$ cat src/rtl/gmii_udp_av_rx.sv
// GMII UDP video/aux receiver: filters Ethernet/IPv4/UDP headers per channel and
// splits the payload into pixel and aux FIFO writes. GMII_AV_STATS_EN adds packet counters.
module gmii_udp_av_rx #(
  parameter logic [31:0] IPV4_DST_BASE = 32'hC0A80001,
  parameter logic [15:0] DST_PORT      = 16'd12345,
  parameter int          NUM_CH        = 4,
  parameter int          CH_W          = 2,
  parameter int          PIX_BYTES     = 2,
  parameter int          VID_BYTES     = 1280,
  parameter int          AUX_BYTES     = 48
) (
  input  logic                      clk125,
  input  logic                      sys_rst_n,
  input  logic [CH_W-1:0]           ch_id,
  input  logic [7:0]                rxd,
  input  logic                      rx_dv,
  output logic [24+8*PIX_BYTES-1:0] vid_data,
  output logic                      vid_wr_en,
  input  logic                      vid_full,
  output logic [23:0]               aux_data,
  output logic                      aux_wr_en,
  input  logic                      aux_full,
  output logic                      pkt_active,
  output logic                      ovf_sticky
`ifdef GMII_AV_STATS_EN
  ,
  output logic [15:0]               pkt_ok_cnt,
  output logic [15:0]               pkt_flt_cnt,
  output logic [15:0]               pkt_trunc_cnt
`endif
);
  localparam int PW = 8*PIX_BYTES;
  localparam int VW = 24+PW;

  typedef enum logic [2:0] {IDLE, HDR, VID, AUX, DROP} state_e;

  state_e          state_q, state_d;
  logic [10:0]     byte_cnt_q, byte_cnt_d;
  logic [15:0]     eth_type_q, eth_type_d, dst_port_q, dst_port_d, udp_len_q, udp_len_d;
  logic [7:0]      ip_ver_q, ip_ver_d, proto_q, proto_d;
  logic [31:0]     ip_dst_q, ip_dst_d;
  logic [1:0]      typ_q, typ_d, wb_q, wb_d;
  logic [11:0]     x_q, x_d, y_q, y_d;
  logic [15:0]     prem_q, prem_d, sec_q, sec_d, aux_sr_q, aux_sr_d;
  logic [PW-9:0]   pix_q, pix_d;
  logic [VW-1:0]   vid_data_q, vid_data_d;
  logic [23:0]     aux_data_q, aux_data_d;
  logic            vid_wr_q, vid_wr_d, aux_wr_q, aux_wr_d, act_q, act_d, ovf_q, ovf_d;
  logic            ch_ok, hdr_ok;
  logic [15:0]     vid_budget;

  function automatic logic [15:0] aux_budget(input logic [15:0] p);
    return (p > 16'(AUX_BYTES)) ? 16'(AUX_BYTES) : p;
  endfunction

  assign ch_ok  = 32'(ch_id) < 32'(NUM_CH);
  assign hdr_ok = eth_type_q == 16'h0800 && ip_ver_q == 8'h45 && proto_q == 8'h11 &&
                  dst_port_q == DST_PORT && ch_ok && ip_dst_q == IPV4_DST_BASE + 32'(ch_id) &&
                  rxd <= 8'h02 && udp_len_q >= 16'd12;
  assign vid_budget = (prem_q > 16'(VID_BYTES)) ? 16'(VID_BYTES) : prem_q;

  always_comb begin
    state_d = state_q;   byte_cnt_d = byte_cnt_q; eth_type_d = eth_type_q;
    dst_port_d = dst_port_q; udp_len_d = udp_len_q; ip_ver_d = ip_ver_q;
    proto_d = proto_q;   ip_dst_d = ip_dst_q;     typ_d = typ_q;  wb_d = wb_q;
    x_d = x_q;           y_d = y_q;               prem_d = prem_q; sec_d = sec_q;
    aux_sr_d = aux_sr_q; pix_d = pix_q;           vid_data_d = vid_data_q;
    aux_data_d = aux_data_q; vid_wr_d = 1'b0;     aux_wr_d = 1'b0; ovf_d = ovf_q;
    if (!rx_dv) begin
      // A gap ends the frame; any partially packed word is simply abandoned.
      state_d = IDLE; byte_cnt_d = '0; wb_d = '0;
    end else begin
      byte_cnt_d = (byte_cnt_q == 11'h7FF) ? byte_cnt_q : byte_cnt_q + 11'd1;
      case (state_q)
        IDLE: state_d = HDR;
        HDR: begin
          case (byte_cnt_q)
            11'h14, 11'h15: eth_type_d = {eth_type_q[7:0], rxd};
            11'h16: ip_ver_d = rxd;
            11'h1F: proto_d  = rxd;
            11'h26, 11'h27, 11'h28, 11'h29: ip_dst_d = {ip_dst_q[23:0], rxd};
            11'h2C, 11'h2D: dst_port_d = {dst_port_q[7:0], rxd};
            11'h2E, 11'h2F: udp_len_d  = {udp_len_q[7:0], rxd};
            11'h32: begin
              if (hdr_ok) begin
                typ_d  = rxd[1:0];
                prem_d = udp_len_q - 16'd12;
              end else state_d = DROP;
            end
            11'h33: y_d[7:0] = rxd;
            11'h34: begin x_d[3:0] = rxd[7:4]; y_d[11:8] = rxd[3:0]; end
            11'h35: begin
              x_d[11:4] = rxd;
              wb_d = '0;
              if (typ_q != 2'd1 && vid_budget >= 16'(PIX_BYTES)) begin
                state_d = VID; sec_d = vid_budget;
              end else if (typ_q != 2'd0 && aux_budget(prem_q) >= 16'd3) begin
                state_d = AUX; sec_d = aux_budget(prem_q);
              end else state_d = DROP;
            end
            default: ;
          endcase
        end
        VID: begin
          sec_d  = sec_q - 16'd1;
          prem_d = prem_q - 16'd1;
          if (wb_q == 2'(PIX_BYTES-1)) begin
            wb_d = '0;
            if (vid_full) begin
              ovf_d = 1'b1; state_d = DROP;
            end else begin
              vid_wr_d   = 1'b1;
              vid_data_d = {x_q, y_q, pix_q, rxd};
              // Stop once another whole pixel no longer fits the video budget.
              if (sec_d < 16'(PIX_BYTES)) begin
                if (typ_q == 2'd2 && aux_budget(prem_d) >= 16'd3) begin
                  state_d = AUX; sec_d = aux_budget(prem_d);
                end else state_d = DROP;
              end
            end
          end else begin
            wb_d  = wb_q + 2'd1;
            pix_d = (PW-8)'({pix_q, rxd});
          end
        end
        AUX: begin
          sec_d = sec_q - 16'd1;
          if (wb_q == 2'd2) begin
            wb_d = '0;
            if (aux_full) begin
              ovf_d = 1'b1; state_d = DROP;
            end else begin
              aux_wr_d   = 1'b1;
              aux_data_d = {aux_sr_q, rxd};
              if (sec_d < 16'd3) state_d = DROP;
            end
          end else begin
            wb_d     = wb_q + 2'd1;
            aux_sr_d = {aux_sr_q[7:0], rxd};
          end
        end
        default: ;
      endcase
    end
    act_d = (state_d == VID) || (state_d == AUX);
  end

  always_ff @(posedge clk125 or negedge sys_rst_n) begin
    if (!sys_rst_n) begin
      state_q <= IDLE;   byte_cnt_q <= '0; eth_type_q <= '0; dst_port_q <= '0;
      udp_len_q <= '0;   ip_ver_q <= '0;   proto_q <= '0;    ip_dst_q <= '0;
      typ_q <= '0;       wb_q <= '0;       x_q <= '0;        y_q <= '0;
      prem_q <= '0;      sec_q <= '0;      aux_sr_q <= '0;   pix_q <= '0;
      vid_data_q <= '0;  aux_data_q <= '0; vid_wr_q <= 1'b0; aux_wr_q <= 1'b0;
      act_q <= 1'b0;     ovf_q <= 1'b0;
    end else begin
      state_q <= state_d;     byte_cnt_q <= byte_cnt_d; eth_type_q <= eth_type_d;
      dst_port_q <= dst_port_d; udp_len_q <= udp_len_d; ip_ver_q <= ip_ver_d;
      proto_q <= proto_d;     ip_dst_q <= ip_dst_d;     typ_q <= typ_d;
      wb_q <= wb_d;           x_q <= x_d;               y_q <= y_d;
      prem_q <= prem_d;       sec_q <= sec_d;           aux_sr_q <= aux_sr_d;
      pix_q <= pix_d;         vid_data_q <= vid_data_d; aux_data_q <= aux_data_d;
      vid_wr_q <= vid_wr_d;   aux_wr_q <= aux_wr_d;     act_q <= act_d;
      ovf_q <= ovf_d;
    end
  end

  assign vid_data   = vid_data_q;
  assign vid_wr_en  = vid_wr_q;
  assign aux_data   = aux_data_q;
  assign aux_wr_en  = aux_wr_q;
  assign pkt_active = act_q;
  assign ovf_sticky = ovf_q;

`ifdef GMII_AV_STATS_EN
  logic        ovf_ev, flt_ev, ok_ev, trunc_ev;
  logic [15:0] pkt_ok_cnt_q, pkt_ok_cnt_d, pkt_flt_cnt_q, pkt_flt_cnt_d;
  logic [15:0] pkt_trunc_cnt_q, pkt_trunc_cnt_d;

  assign ovf_ev   = rx_dv && ((state_q == VID && wb_q == 2'(PIX_BYTES-1) && vid_full) ||
                              (state_q == AUX && wb_q == 2'd2 && aux_full));
  assign flt_ev   = rx_dv && state_q == HDR && byte_cnt_q == 11'h32 && state_d == DROP;
  assign ok_ev    = rx_dv && (state_q inside {HDR, VID, AUX}) && state_d == DROP &&
                    !flt_ev && !ovf_ev;
  assign trunc_ev = ovf_ev || (!rx_dv && (state_q == VID || state_q == AUX));

  always_comb begin
    pkt_ok_cnt_d    = pkt_ok_cnt_q    + 16'(ok_ev    && pkt_ok_cnt_q    != 16'hFFFF);
    pkt_flt_cnt_d   = pkt_flt_cnt_q   + 16'(flt_ev   && pkt_flt_cnt_q   != 16'hFFFF);
    pkt_trunc_cnt_d = pkt_trunc_cnt_q + 16'(trunc_ev && pkt_trunc_cnt_q != 16'hFFFF);
  end

  always_ff @(posedge clk125 or negedge sys_rst_n) begin
    if (!sys_rst_n) begin
      pkt_ok_cnt_q <= '0; pkt_flt_cnt_q <= '0; pkt_trunc_cnt_q <= '0;
    end else begin
      pkt_ok_cnt_q <= pkt_ok_cnt_d; pkt_flt_cnt_q <= pkt_flt_cnt_d;
      pkt_trunc_cnt_q <= pkt_trunc_cnt_d;
    end
  end

  assign pkt_ok_cnt    = pkt_ok_cnt_q;
  assign pkt_flt_cnt   = pkt_flt_cnt_q;
  assign pkt_trunc_cnt = pkt_trunc_cnt_q;
`endif
endmodule
$ cat config.mk
export PLATFORM = sky130hd
export DESIGN_NAME = gmii_udp_av_rx
export DESIGN_NICKNAME = d
export VERILOG_FILES = /design/src/rtl/gmii_udp_av_rx.sv
export SDC_FILE = /design/constraint.sdc
export NUM_CORES = 1
export LEC_CHECK = 0
export ABC_CLOCK_PERIOD_IN_PS = 2560
export BUFFER_PORTS_ARGS = -buffer_cell sky130_fd_sc_hd__clkbuf_2
export CORE_UTILIZATION = 55
export DETAILED_ROUTE_END_ITERATION = 12
export PLACE_DENSITY = 0.76
export SETUP_SLACK_MARGIN = 0.15
export SYNTH_ARGS = -nofsm -noshare
export SYNTH_HDL_FRONTEND = slang
export SYNTH_SLANG_ARGS = --single-unit
export TNS_END_PERCENT = 1
$ cat constraint.sdc
create_clock -name clk125 -period 2.56 [get_ports clk125]
set_input_delay 0.768 -clock clk125 [delete_from_list [all_inputs] [get_ports clk125]]
set_output_delay 0.768 -clock clk125 [all_outputs]
set_load 0.1 [all_outputs]
==> results.json, run 1 <==
{
  "intPower_w": 0.00676,
  "fp.dieW_um": 152,
  "ff2ff_path_depth": 8,
  "core.rowCount": 54,
  "drt_iter0_drc": 647,
  "drtPass1Iterations": 5,
  "switchingPower_w": 0.00196,
  "worstReg2RegEnd": "sec_q[10]$_DFFE_PN0P_",
  "die_height_um": 152,
  "synthMuxAreaShare_pct": 18.0,
  "track_usage_pct": 27.5,
  "cts_buffers": 27,
  "r2r_setup_slack_ns": -0.06,
  "status": "finished with violations",
  "final_hold_viol_count": 0,
  "antenna_found_initial": 0,
  "p_leak_nw": 7.67,
  "regToRegStartpoint": "byte_cnt_q[10]$_DFFE_PN0P_",
  "yosysTopAreaCellShare_pct": 52.9,
  "synth_area_leaders": "dfrtp_1 53%, mux2_2 13%, mux2_1 4.5%, nand2_1 3.0%, nor2_1 1.5%",
  "overflow": 0,
  "worstMarginPinSlew_ns": 0.601,
  "final_nets": 1297,
  "slew_headroom_pct": 59.6,
  "num_vias": 9400,
  "synth_top_flop_cell": "dfrtp_1",
  "yosysSeqAreaShare_pct": 52.9,
  "syn_to_final_growth_pct": 24.6,
  "cap_violations": 0,
  "io_buffers": 82,
  "fin_crit_sh_pct": 102,
  "synth_edf_count": 0,
  "cp_cell_sequence": "or4_4 > or4_4 > nor3_4 > o211a_1 > nor2_2 > buf_6 > a221oi_2 > nand2_1",
  "syn_nets": 1098,
  "maxSlewViolCount": 0,
  "ys_async_sr_fraction_pct": 100,
  "cts.sinks": 262,
  "dpl.hpwl_um": 21000,
  "routed_via_density": 5.98,
  "fmax_mhz": 381,
  "finalSetupViolations": 8,
  "startpoint_type": "flip-flop",
  "powerDensity_nw_per_um2": 565,
  "clockBufferDepth": 3,
  "detail-route-antenna-nets": 0,
  "htree_levels": 1,
  "setup.worst_path.class": "flip-flop to flip-flop",
  "pwr-share-clk_pct": 47.3,
  "io_pins": 83,
  "ir_drop_uv": 648,
  "grt_start_max_net_pins": 81,
  "synth_cell_type_count": 81,
  "preCtsSetupSlack_ns": -0.290,
  "failed_checks": "setup timing",
  "wl_per_cell_um": 20.0,
  "finalSetupTns_ns": -0.133,
  "yosys.area.top_type": "dfrtp_1",
  "post-route-drc-count": 0,
  "final.setup.worst_slack_ns": -0.0625,
  "nFillCells": 1473,
  "core-area_um2": 22000,
  "diodes": 0,
  "hp-class": "input port to async pin",
  "crit_buf_inv": 1,
  "synthMostInstantiatedCell": "dfrtp_1",
  "worstSetupEndpointType": "flip-flop",
  "max_stage_delay_ns": 0.57,
  "synthAdderAreaFrac_pct": 1.11,
  "synth_common_cells": "262 x dfrtp_1, 146 x mux2_2, 100 x nand2_1",
  "synth_compound_area_share_pct": 8.75,
  "crit_path_frequent_cell": "or4_4",
  "swShare_pct": 22.5,
  "drive_above_1_share_pct": 38.2,
  "critPathArrivalTime_ns": 3.04,
  "yosys_warnings": 0,
  "min_period_ns": 2.62,
  "hold_slack_ns": 0.127,
  "multi_input_area_um2": 5850,
  "synth-simple-area-share_pct": 14.9,
  "cts_tree": "built",
  "cp_top_family": "simple AND/OR/NAND/NOR gates",
  "synth_xor_xnor_area_share_pct": 1.91,
  "synth_area_um2": 12400,
  "start_util_pct": 56.4,
  "postRouteWirelength_um": 31500,
  "dieArea_um2": 23100,
  "synth_cells": 1072,
  "synth_top_family_by_area": "multiplexers",
  "place_congestion": 0.955,
  "cp_slowest_cell": "or4_4",
  "cp_max_fo": 8,
  "grt_pass1_vias": 9760,
  "synth_seq_cells": 262,
  "insertion_delay_ns": 0.55,
  "clock-root-buffer": "clkbuf_16",
  "share_comb_of_total_power_pct": 4.8,
  "skew_ns": 0.0183,
  "grt_pass1_wl_um": 50900,
  "avgSynthCellArea_um2": 11.6,
  "path_clk_slew_ns": 0.07,
  "register_area_um2": 6560,
  "rsz0062_at_grt": "yes",
  "required_ns": 2.98,
  "pwr-share-seq_pct": 48.0
}
## power by group through the flow
stage / sequential (W) / combinational, W / clock, W
global placement: 0.00426 / 0.000384 / 0
detailed placement: 0.00426 / 0.000390 / 0
floorplan: 0.00426 / 0.000146 / 0
global route: 0.00418 / 0.000454 / 0.00434
CTS: 0.00418 / 0.000398 / 0.00418
finish: 0.00418 / 0.000414 / 0.00412
## final cells by class
type / instances / share of cell area (%)
sequential: 262 / 42.5
clock buffer: 38 / 5.10
multi-input combinational: 736 / 37.9
inverter: 15 / 0.389
clock inverter: 12 / 1.00
tap: 280 / 2.27
timing repair buffer: 229 / 10.9
## kinds of logic (layout without fill, tap and decap cells)
kind of cell | count (synthesis) | count (layout)
AND/OR/NAND/NOR | 339 | 339
multiplexers | 198 | 198
AO/OA/AOI/OAI | 161 | 161
XOR/XNOR | 27 | 27
buffers and inverters | 74 | 294
adder cells (fa/ha/maj) | 11 | 11
flip-flops | 262 | 262
## cell usage in the layout, fill, tap and decap left out, types with 7 or more instances in the layout
cell / instances
a21oi_1: 19
a31oi_1: 12
and2_1: 14
buf_12: 9
buf_4: 132
clkbuf_16: 27
clkbuf_2: 81
clkbuf_8: 7
dfrtp_1: 261
ha_1: 8
inv_1: 11
mux2_1: 48
mux2_2: 146
nand2_1: 100
nand2b_1: 8
nand3_1: 23
nand4_1: 15
nor2_1: 50
nor2b_1: 12
nor3_1: 17
nor4_1: 19
nor4_2: 7
nor4b_1: 13
o211ai_1: 7
o21ai_0: 23
o21ai_1: 19
xnor2_1: 18
xor2_1: 7
## through the flow
step           utilization, %  std cells  area (um^2)  power (W)
4_1_cts                  69.3       1571        15200    0.00876
5_1_grt                  70.3       1572        15400    0.00897
3_3_place_gp             64.4       1516        14100    0.00464
2_1_floorplan               -       1072        12400    0.00440
6_report                 70.3       1572        15400    0.00872
3_5_place_dp             64.4       1516        14100    0.00465
## sequential cells by signal (all words and copies together) (netlist names), 2 cells and up
| signal | flops |
|---|---|
| aux_data | 24 |
| aux_sr_q | 16 |
| byte_cnt_q | 11 |
| dst_port_q | 16 |
| eth_type_q | 16 |
| ip_dst_q | 32 |
| ip_ver_q | 8 |
| pix_q | 8 |
| prem_q | 16 |
| proto_q | 8 |
| sec_q | 16 |
| state_q | 3 |
| typ_q | 2 |
| udp_len_q | 16 |
| vid_data | 40 |
| wb_q | 2 |
| x_q | 12 |
| y_q | 12 |
## routing by layer
layer  global-route usage, %  share of wire, %  vias up
met5                       0                 0        -
li1                        -                 -     4310
met1                    35.6                42     4754
met4                    8.65               2.7        0
met3                    4.39               5.3       74
met2                    47.5                50      262
## how the worst max path moves through the flow
stage | from | endpoint | slack, ns | cells past startpoint
after detailed placement | rxd[4] | prem_q[3]$_DFFE_PN0P_ | -0.29 | 10
final | byte_cnt_q[10]$_DFFE_PN0P_ | sec_q[10]$_DFFE_PN0P_ | -0.06 | 8
after CTS | byte_cnt_q[0]$_DFFE_PN0P_ | prem_q[2]$_DFFE_PN0P_ | 0.007 | 9
after floorplan | byte_cnt_q[10]$_DFFE_PN0P_ | sec_q[8]$_DFFE_PN0P_ | 0.09 | 8
after global routing | byte_cnt_q[10]$_DFFE_PN0P_ | sec_q[10]$_DFFE_PN0P_ | -0.13 | 8
after global placement | ch_id[0] | prem_q[9]$_DFFE_PN0P_ | -0.16 | 11
## repair_timing
item	4_1_cts	5_1_grt
hold buffers	0	0
cloned	1	0
gates resized for setup	17	45
setup endpoints to repair	89	125
buffers inserted	4	1
pin swaps	4	18
No activity file was read; power rests on OpenSTA's default activity.
==> run 2: changes to the inputs <==
Settings changed: CELL_PAD_IN_SITES_DETAIL_PLACEMENT set to 2, CELL_PAD_IN_SITES_GLOBAL_PLACEMENT set to 2, CORE_UTILIZATION 55 to 37, PLACE_DENSITY 0.76 to unset, PLACE_DENSITY_LB_ADDON set to 0.1.
==> run 2 against run 1 <==
Compared with the run above:
- non-clock buffer count is 23 higher
- sequential power about the same
- the run still ends with setup timing left
- global-route usage down 4.1 points
- clock skew is 0.0040 ns lower
- register-to-register slack got worse by 0.04 ns
- critical path depth unchanged
- fmax fell by 1.5%
==> results.json, run 2 (synthesis gave the netlist of run 1 again) <==
{
  "powerDensity_nw_per_um2": 553,
  "cp_max_fo": 4,
  "pwr-share-clk_pct": 46.9,
  "routed_via_density": 5.40,
  "track_usage_pct": 23.4,
  "io_buffers": 82,
  "swShare_pct": 23.2,
  "final.setup.worst_slack_ns": -0.101,
  "maxSlewViolCount": 0,
  "fin_crit_sh_pct": 104,
  "final_cell_count_no_fill": 1759,
  "skew_ns": 0.0143,
  "layout_common_cells": "262 x dfrtp_1, 156 x buf_4, 146 x mux2_2",
  "post-route-drc-count": 0,
  "core-area_um2": 32700,
  "slew_headroom_pct": 61.2,
  "cts_buffers": 29,
  "crit_buf_inv": 1,
  "ff2ff_path_depth": 8,
  "final_common_cell": "dfrtp_1",
  "grt_pass1_wl_um": 61800,
  "worstMarginPinSlew_ns": 0.585,
  "startpoint_type": "flip-flop",
  "largest_register_ffs": 40,
  "insertion_delay_ns": 0.56,
  "pwr-share-seq_pct": 48.0,
  "grt_start_max_net_pins": 66,
  "postRouteWirelength_um": 38600,
  "max_stage_delay_ns": 0.56,
  "regToRegStartpoint": "byte_cnt_q[6]$_DFFE_PN0P_",
  "wl_met3_um": 1120,
  "share_comb_of_total_power_pct": 5.1,
  "finalSetupTns_ns": -0.533,
  "num_vias": 9505,
  "top_layer": "met4",
  "fp.dieW_um": 185,
  "status": "finished with violations",
  "drtPass1Iterations": 4,
  "dieArea_um2": 34200,
  "die_height_um": 185,
  "ir_drop_uv": 509,
  "cts.sinks": 262,
  "min_period_ns": 2.66,
  "diodes": 0,
  "rsz0062_at_grt": "yes",
  "switchingPower_w": 0.00202,
  "htree_levels": 1,
  "required_ns": 2.98,
  "start_util_pct": 37.9,
  "fmax_mhz": 376,
  "cp_top_family": "simple AND/OR/NAND/NOR gates",
  "place_congestion": 0.810,
  "intPower_w": 0.00669,
  "setup.worst_path.class": "flip-flop to flip-flop",
  "antenna_found_initial": 0,
  "io_pins": 83,
  "failed_checks": "setup timing",
  "clock-root-buffer": "clkbuf_16",
  "drive_above_1_share_pct": 38.9,
  "critPathArrivalTime_ns": 3.08,
  "core.rowCount": 66,
  "met2WireLength_um": 19800,
  "cp_slowest_cell": "or4_4",
  "cp_cell_sequence": "or4_4 > or4_4 > nor3_4 > o211ai_1 > buf_4 > nand3_2 > o311ai_2 > o21bai_1",
  "clockBufferDepth": 3,
  "final_nets": 1322,
  "worstSetupEndpointType": "flip-flop",
  "finalSetupViolations": 12,
  "drt_iter0_drc": 277,
  "path_clk_slew_ns": 0.06,
  "crit_path_frequent_cell": "or4_4",
  "detail-route-antenna-nets": 0,
  "dp.cells": 1701,
  "overflow": 0,
  "cts_tree": "built",
  "wl_met1_um": 16900,
  "wl_per_cell_um": 22.0,
  "cap_violations": 0,
  "worstReg2RegEnd": "sec_q[5]$_DFFE_PN0P_",
  "r2r_setup_slack_ns": -0.10,
  "hp-class": "input port to async pin",
  "final_hold_viol_count": 0,
  "post-route-util_pct": 48.1,
  "dpl.hpwl_um": 27200,
  "p_leak_nw": 7.77,
  "finalPower_w": 0.00871,
  "syn_to_final_growth_pct": 27.1,
  "grt_pass1_vias": 10800
}
[run 2: changes by cell type in the layout (fill, tap and decap cells not counted), sizes merged]
cell	previous run	this run
bufinv	3	2
clkinvlp	3	1
clkbuf	119	123
clkinv	6	7
buf	147	171
bufbuf	1	0
[run 2: worst max-delay path by stage]
stage                               startpoint                      to  slack (ns)  cells past startpoint
finish               byte_cnt_q[6]$_DFFE_PN0P_    sec_q[5]$_DFFE_PN0P_       -0.10                      8
global route         byte_cnt_q[6]$_DFFE_PN0P_    sec_q[5]$_DFFE_PN0P_       -0.19                      8
detailed placement                    ch_id[0]  prem_q[13]$_DFFE_PN0P_       -0.56                     10
floorplan           byte_cnt_q[10]$_DFFE_PN0P_    sec_q[8]$_DFFE_PN0P_        0.09                      8
CTS                  byte_cnt_q[6]$_DFFE_PN0P_    sec_q[5]$_DFFE_PN0P_       -0.08                      8
global placement                      ch_id[0]  prem_q[13]$_DFFE_PN0P_       -0.35                     10
[run 2: stage by stage]
step	setup slack [ns]	hold WS [ns]	instance area [um^2]
after floorplan	0.0893	0.435	12400
after global placement	-0.349	0.445	14500
after detailed placement	-0.557	0.458	14500
after CTS	-0.0817	0.0495	15700
after global routing	-0.185	0.0530	15700
final	-0.101	0.0648	15700
[run 2: timing repair]
action,CTS,global route
gates resized for setup,41,19
cloned,0,0
buffers inserted,6,0
pin swaps,30,6
hold endpoints to repair,0,0
hold buffers,0,0
setup endpoints to repair,110,119
[run 2: power by group through the flow]
stage                     Clock, W  Combinational [W]  Sequential [W]
after global routing       0.00437           0.000490         0.00418
after floorplan                  0           0.000146         0.00426
after global placement           0           0.000427         0.00426
final                      0.00408           0.000447         0.00418
after detailed placement         0           0.000438         0.00426
after CTS                  0.00421           0.000449         0.00418
[run 2: final cells by class]
cell class / instances / area (um^2)
Clock buffer: 42 / 805
Fill cell: 3354 / 17000
Timing Repair Buffer: 252 / 1840
Tap cell: 442 / 553
Clock inverter: 10 / 110
Multi-Input combinational cell: 736 / 5830
Inverter: 15 / 56.3
Sequential cell: 262 / 6560
[run 2: routing by layer]
layer / track usage, % / vias to the layer above
met5: 0 / -
met4: 4.89 / 0
met3: 3.26 / 57
met2: 42.5 / 115
met1: 29.3 / 4988
li1: - / 4345
